<file path="src/rtl/counter_sequencer.sv">
// Command-driven sequencer for one up/down counter: LOAD / COUNT_UP / COUNT_DOWN
// over valid/ready, with wrap tracking, abort and a one-cycle done pulse.
module counter_sequencer #(
  parameter int unsigned WIDTH  = 4,
  parameter int unsigned WCNT_W = 8
) (
  input  logic              clk,
  input  logic              reset_n,
  input  logic              cmd_valid,
  output logic              cmd_ready,
  input  logic [1:0]        cmd_op,
  input  logic [WIDTH-1:0]  cmd_data,
  input  logic              abort,
  output logic              cnt_enable,
  output logic              cnt_preload,
  output logic [WIDTH-1:0]  cnt_preload_data,
  output logic              cnt_mode,
  input  logic              cnt_detect,
  output logic              busy,
  output logic              done,
  output logic              aborted,
  output logic              cmd_err,
  output logic [WCNT_W-1:0] wrap_count
);

  localparam logic [1:0] S_IDLE  = 2'd0;
  localparam logic [1:0] S_LOAD  = 2'd1;
  localparam logic [1:0] S_RUN   = 2'd2;
  localparam logic [1:0] S_DRAIN = 2'd3;

  localparam logic [1:0] OP_LOAD = 2'b00;
  localparam logic [1:0] OP_UP   = 2'b01;
  localparam logic [1:0] OP_DOWN = 2'b10;

  logic [1:0]        state, state_nxt;
  logic [WIDTH-1:0]  steps, steps_nxt;
  logic [WIDTH-1:0]  pdata_nxt;
  logic              mode_nxt;
  logic              aborted_nxt, err_nxt;
  logic [WCNT_W-1:0] wrap_nxt;
  logic              enable_nxt, preload_nxt, busy_nxt, ready_nxt, done_nxt;
  logic              accept;

  assign accept = cmd_valid && cmd_ready;

  // Next-state, bookkeeping and next-output computation; outputs follow next state
  always_comb begin
    state_nxt = state;
    steps_nxt = steps;
    pdata_nxt = cnt_preload_data;
    mode_nxt  = cnt_mode;
    aborted_nxt = aborted;
    err_nxt   = cmd_err;
    wrap_nxt  = wrap_count;

    case (state)
      S_IDLE: begin
        if (accept) begin
          wrap_nxt    = '0;
          aborted_nxt = 1'b0;
          err_nxt     = 1'b0;
          case (cmd_op)
            OP_LOAD: begin
              state_nxt = S_LOAD;
              pdata_nxt = cmd_data;
            end
            OP_UP, OP_DOWN: begin
              if (cmd_data != '0) begin
                state_nxt = S_RUN;
                steps_nxt = cmd_data;
                mode_nxt  = cmd_op[1];
              end else begin
                state_nxt = S_DRAIN;
              end
            end
            default: begin
              state_nxt = S_DRAIN;
              err_nxt   = 1'b1;
            end
          endcase
        end
      end
      S_LOAD: state_nxt = S_DRAIN;
      S_RUN: begin
        steps_nxt = steps - WIDTH'(1);
        if (abort) begin
          aborted_nxt = 1'b1;
          state_nxt   = S_DRAIN;
        end else if (steps == WIDTH'(1)) begin
          state_nxt = S_DRAIN;
        end
      end
      S_DRAIN: state_nxt = S_IDLE;
      default: state_nxt = S_IDLE;
    endcase

    if ((state == S_RUN || state == S_DRAIN) && cnt_detect && (wrap_count != '1))
      wrap_nxt = wrap_count + WCNT_W'(1);

    enable_nxt  = (state_nxt == S_LOAD) || (state_nxt == S_RUN);
    preload_nxt = (state_nxt == S_LOAD);
    busy_nxt    = (state_nxt != S_IDLE);
    ready_nxt   = (state_nxt == S_IDLE);
    done_nxt    = (state == S_DRAIN);
  end

  // State register
  always_ff @(posedge clk or negedge reset_n) begin
    if (!reset_n) state <= S_IDLE;
    else          state <= state_nxt;
  end

  // Registered outputs and step counter
  always_ff @(posedge clk or negedge reset_n) begin
    if (!reset_n) begin
      steps            <= '0;
      cnt_enable       <= 1'b0;
      cnt_preload      <= 1'b0;
      cnt_preload_data <= '0;
      cnt_mode         <= 1'b0;
      busy             <= 1'b0;
      cmd_ready        <= 1'b1;
      done             <= 1'b0;
      aborted          <= 1'b0;
      cmd_err          <= 1'b0;
      wrap_count       <= '0;
    end else begin
      steps            <= steps_nxt;
      cnt_enable       <= enable_nxt;
      cnt_preload      <= preload_nxt;
      cnt_preload_data <= pdata_nxt;
      cnt_mode         <= mode_nxt;
      busy             <= busy_nxt;
      cmd_ready        <= ready_nxt;
      done             <= done_nxt;
      aborted          <= aborted_nxt;
      cmd_err          <= err_nxt;
      wrap_count       <= wrap_nxt;
    end
  end

endmodule

</file>
<file path="config.mk">
export PLATFORM = sky130hd
export DESIGN_NAME = counter_sequencer
export DESIGN_NICKNAME = d
export VERILOG_FILES = /design/src/rtl/counter_sequencer.sv
export SDC_FILE = /design/constraint.sdc
export NUM_CORES = 1
export LEC_CHECK = 0
export ABC_AREA = 1
export ABC_CLOCK_PERIOD_IN_PS = 1400
export BUFFER_PORTS_ARGS = -buffer_cell sky130_fd_sc_hd__buf_4
export CORE_MARGIN = 5
export CORE_UTILIZATION = 51
export CTS_BUF_LIST = sky130_fd_sc_hd__clkbuf_4 sky130_fd_sc_hd__clkbuf_8
export DETAILED_ROUTE_END_ITERATION = 8
export MAX_ROUTING_LAYER = met4
export PLACE_DENSITY = 0.78
export SYNTH_ARGS = -nofsm -noshare
export SYNTH_HDL_FRONTEND = slang
export SYNTH_SLANG_ARGS = --single-unit
</file>
<file path="constraint.sdc">
create_clock -name clk -period 1.4 [get_ports clk]
set_input_delay 0.14 -clock clk [delete_from_list [all_inputs] [get_ports clk]]
set_output_delay 0.14 -clock clk [all_outputs]
set_load 0.01 [all_outputs]
</file>
======== Yosys cells after proc, flatten, opt, wreduce, memory -nomap -nowiden ========
Cells that the tools add are included.
storage, ports and cells
  register bits after elaboration ......... 26
  input port bits ......................... 11
operators by class
  $add $sub $neg .......................... 2
  eq/ne operators ......................... 13
  muxes and demuxes ....................... 17
  reduce and logical (&&, ||, !) cells .... 21
operators by type and width
  kind                   count
  $mux W8                3
  $mux W4                3
  $add A8 B1 Y8 const B  1
  $eq A2 B2 Y1 const B   4
  $ne A8 B8 Y1 const B   1
  $pmux W2 S4            1
  $pmux W4 S2            1
  $reduce_and A4 Y1      2
  $reduce_bool A2 Y1     4
  $eq A2 B1 Y1 const B   3
  $logic_not A2 Y1       3
  $mux W2                3
  $ne A2 B2 Y1 const B   3
  $reduce_and A3 Y1      2
  $eq A4 B1 Y1 const B   1
  $mux W1                4
  $pmux W2 S2            1
  $reduce_and A2 Y1      2
  $reduce_bool A4 Y1     1
  $sub A4 B1 Y4 const B  1
  $logic_and A1 B1 Y1    3
  $reduce_or A3 Y1       1
  $logic_or A1 B1 Y1     2
  $ne A2 B1 Y1 const B   1
  2 further kinds        2

======== Depth between registers and ports, before layout ========
  depth in word-level cells ............... 7
  gate-level depth with buffers ........... 9
  gate-level depth less buffers ........... 9

======== Least setup slack after synthesis ========
No wires, ideal clock.
  path type ............................... reg-to-reg
  start point ............................. register state[0]
  end point ............................... register cnt_enable
  library setup time ...................... 126 ps
  data arrival time ....................... 1305 ps
  data required time ...................... 1274 ps
  setup slack ............................. -31 ps
  stages on the path, launching flop included .. 8
  path buffers ............................ 1
  period minus slack after synthesis ...... 1431 ps
  cell sequence ........................... dfrtp_1 -> inv_1 -> ha_1 -> buf_2 -> nand2_1 -> nand2_1 -> a21oi_1 -> ha_1
on the way
  cells in the longest elaborated chain, start to end .. 5
  elaborated cells between the ends (all ways) .. 11
  those cells by class .................... 5 x eq/ne; 4 x mux; 2 x reduce/logical
ends and longest elaborated chain
  element                                       RTL line  text
  start: declaration                            35        logic [1:0] state, state_nxt;
  start signal: assignment                      110       else state <= state_nxt;
  $mux W2                                       89        end else if (steps == WIDTH'(1)) begin
  $mux W2                                       86        if (abort) begin
  $pmux W2 S4 *                                 56        case (state)
  $eq A2 B1 Y1 or $eq A2 B2 Y1 (tied branches)  100       enable_nxt = (state_nxt == S_LOAD) || (state_nxt == S_RUN);
  $logic_or A1 B1 Y1 *                          100
  via enable_nxt                                41        logic enable_nxt, preload_nxt, busy_nxt, ready_nxt, done_nxt;
  end signal: assignment                        129       cnt_enable <= enable_nxt;
  end: declaration                              14        output logic cnt_enable,
The timed path passes the listed nets; every way through them passes the cells marked *.
A chain may end at the register's enable or synchronous reset.

======== Worst setup path in the final report ========
  start point ............................. register state[1]
  end point ............................... register cnt_enable
on the way
  cells in the longest elaborated chain, start to end .. 5
  elaborated cells between the ends (all ways) .. 11
  those cells by class .................... 5 x eq/ne; 4 x mux; 2 x reduce/logical
ends and longest elaborated chain
  element                                       RTL line
  $mux W2                                       89
  $mux W2                                       86
  $pmux W2 S4 *                                 56
  via state_nxt[1]                              35
  $eq A2 B1 Y1 or $eq A2 B2 Y1 (tied branches)  100
  $logic_or A1 B1 Y1 *                          100
  via enable_nxt                                41
Marked as above.

==> flow_summary.json <==
{
  "cts_inserted_buffers": 3,
  "power.total_mw": 4.30,
  "slew_headroom": 0.777,
  "route.vias.total": 1475,
  "multiInputGateArea_um2": 915,
  "fp.dieH_um": 65.0,
  "crit_end": "cnt_enable",
  "diodes": 0,
  "p_clk_frac": 0.082,
  "die_w_um": 65.0,
  "fin_skew_ps": 5.70,
  "die_area_um2": 4220,
  "vias_per_cell": 5.29,
  "fp.coreArea_um2": 2980,
  "pre_cts_ws_ps": -93.0,
  "fin_nets": 272,
  "cts_tree": "built",
  "synthCells": 192,
  "rsz0062_at_grt": "true",
  "avgSynthCellArea_um2": 8.02,
  "ys_seq_area_frac": 0.423,
  "ff_latch_area_um2": 652,
  "cp.required_ps": 1620,
  "arrival_ps": 1660,
  "synth_area_um2": 1540,
  "dp_hpwl_um": 2590,
  "drt-wirelength-per-cell_um": 14.1,
  "drc": 0,
  "track_usage": 0.182,
  "finalCritPeriodShare": 1.03,
  "cp-end-kind": "register",
  "final_common_cell": "buf_4",
  "worstMarginPinSlew_ps": 335,
  "detail_route.iter0.violations": 95,
  "layout_min_cycle_time_ps": 1440,
  "finalHoldViolCount": 0,
  "synth.ff_latch_count": 26,
  "htreeDepth": 1,
  "grt_start_max_net_pins": 27,
  "reg2reg_to": "cnt_enable",
  "clk_pin_slew_ps": 140,
  "hold_slack_ps": 64.8,
  "n_fill_cell": 228,
  "violations": "negative setup slack",
  "rr_startpoint": "state[1]",
  "first_global_vias": 1361,
  "setup_ws_ps": -36.2,
  "synth_top_area_share": 0.406,
  "start_util": 0.517,
  "post_dp_cell_area_um2": 1910,
  "pwr-share-comb": 0.627,
  "run_status": "complete, but fails checks",
  "synth.area.top_cells": "dfrtp_1 41%, nand2_1 13%, ha_1 11%",
  "drive_above_1_share": 0.435,
  "synth-warning-count": 0,
  "startpoint_type": "register",
  "syn_nets": 217,
  "firstDrtPassIters": 4,
  "switching_share": 0.436,
  "cts_max_path_buffers": 2,
  "pin_count": 31,
  "cts_sinks": 26,
  "area_delta_synth_final_pct": 42.5,
  "antenna_found_initial": 0,
  "ff2ff_setup_slack_ps": -40,
  "r2r_cells": 7,
  "slew_viol_final": 0,
  "peakVddDrop_v": 0.00123,
  "layout_common_cells": "48 x buf_4, 43 x nand2_1, 25 x dfrtp_1",
  "insertion_delay_ps": 320,
  "io_buffers": 30,
  "critPathKind": "reg -> reg",
  "ant_nets": 0,
  "synth_cell_types": 23,
  "maxCapViolCount": 0,
  "power_leakage_nw": 1.17,
  "setup_viol": 1,
  "gp_congestion": 0.845,
  "max_freq_mhz": 696,
  "final_area_um2": 2190,
  "grt_first_pass_wirelength_um": 5910,
  "p_per_area_nw_per_um2": 1960,
  "wirelength_um": 3920,
  "min_path_type": "in -> reg",
  "seqPwrFrac": 0.291,
  "cts_root_buf": "clkbuf_4",
  "overflow": 0,
  "synth_top_area_cell": "dfrtp_1",
  "critical_path.startpoint": "state[1]",
  "cp_max_fo": 4,
  "rows": 20,
  "internal_power_mw": 2.42,
  "p_sw_mw": 1.87
}
## area by class of cell
type | instances | share of cell area
clock buffer | 4 | 0.0137
inverter | 32 | 0.0604
multi-input combinational | 131 | 0.417
sequential | 26 | 0.297
tap | 33 | 0.0188
timing repair buffer | 53 | 0.193
## synth_stat cells
master / instances
nand2_1: 52
inv_1: 27
dfrtp_1: 25
nand3_1: 22
ha_1: 14
o21ai_1: 9
nor2_1: 8
o21ai_0: 6
inv_2: 5
a21oi_1: 4
buf_2: 3
nand4_1: 3
nand2_2: 2
nand2_4: 2
o21ai_2: 2
buf_8: 1
dfstp_2: 1
nand3_2: 1
nor2_2: 1
nor2_4: 1
nor2_8: 1
o211ai_1: 1
or2_2: 1
## how the worst min path moves through the flow
| stage | from | end | slack (ps) | depth (start not counted) |
|---|---|---|---|---|
| floorplan | reset_n | aborted | -160 | 0 |
| global placement | reset_n | steps[0] | 70 | 1 |
| detailed placement | reset_n | steps[0] | 70 | 1 |
| CTS | cmd_data[1] | cnt_preload_data[1] | 70 | 3 |
| global route | cmd_data[1] | cnt_preload_data[1] | 80 | 3 |
| finish | cmd_data[0] | cnt_preload_data[0] | 60 | 3 |
## logic make-up after synthesis
kind of cell             count (synthesis)  share of synthesized area
AND/OR/NAND/NOR                         94                      0.288
adder cells (fa/ha/maj)                 14                      0.114
AO/OA/AOI/OAI                           22                     0.0780
buffers and inverters                   36                     0.0975
flip-flops                              26                      0.423
## sequential cells by signal, summed over array words and instances, names as in the netlist, 2 cells and up
name / cells
steps: 4
wrap_count: 8
state: 2
cnt_preload_data: 4
## stage by stage
| step | util | instances | setup TNS [ps] |
|---|---|---|---|
| after floorplan | - | 192 | -5.26 |
| after global placement | 0.642 | 268 | -70.0 |
| after detailed placement | 0.642 | 268 | -169 |
| after CTS | 0.666 | 274 | -71.1 |
| after global routing | 0.737 | 279 | -713 |
| final | 0.737 | 279 | -36.2 |
## power by group through the flow
| stage | clock network (mW) | logic, mW | registers (mW) |
|---|---|---|---|
| after floorplan | 0 | 1.09 | 1.33 |
| after global placement | 0 | 1.91 | 1.23 |
| after detailed placement | 0 | 1.97 | 1.24 |
| after CTS | 0.355 | 2.02 | 1.23 |
| after global routing | 0.392 | 3.00 | 1.29 |
| final | 0.351 | 2.69 | 1.25 |
## worst max-delay path: stages (launching register included)
cell      delay, ps
dfrtp_1         430
inv_2           110
buf_6           120
ha_4            160
o211ai_1        120
o21ai_2          90
inv_2            80
ha_4            230
## repair_timing
item / in CTS / in global routing
cloned: 1 / 0
pin swaps: 2 / 15
hold buffers: 1 / 0
setup buffers: 0 / 5
setup endpoints to repair: 17 / 23
resized for setup: 8 / 44
hold endpoints to repair: 26 / 0
## layer usage
metal	wire length, um	vias up	share of wire	global-route usage
li1	-	713	-	-
met1	1520	688	0.39	0.230
met2	2020	54	0.52	0.294
met3	210	20	0.054	0.0191
met4	167	0	0.043	0.0818
met5	0	-	0	-
(Power assumes the default switching activity.)
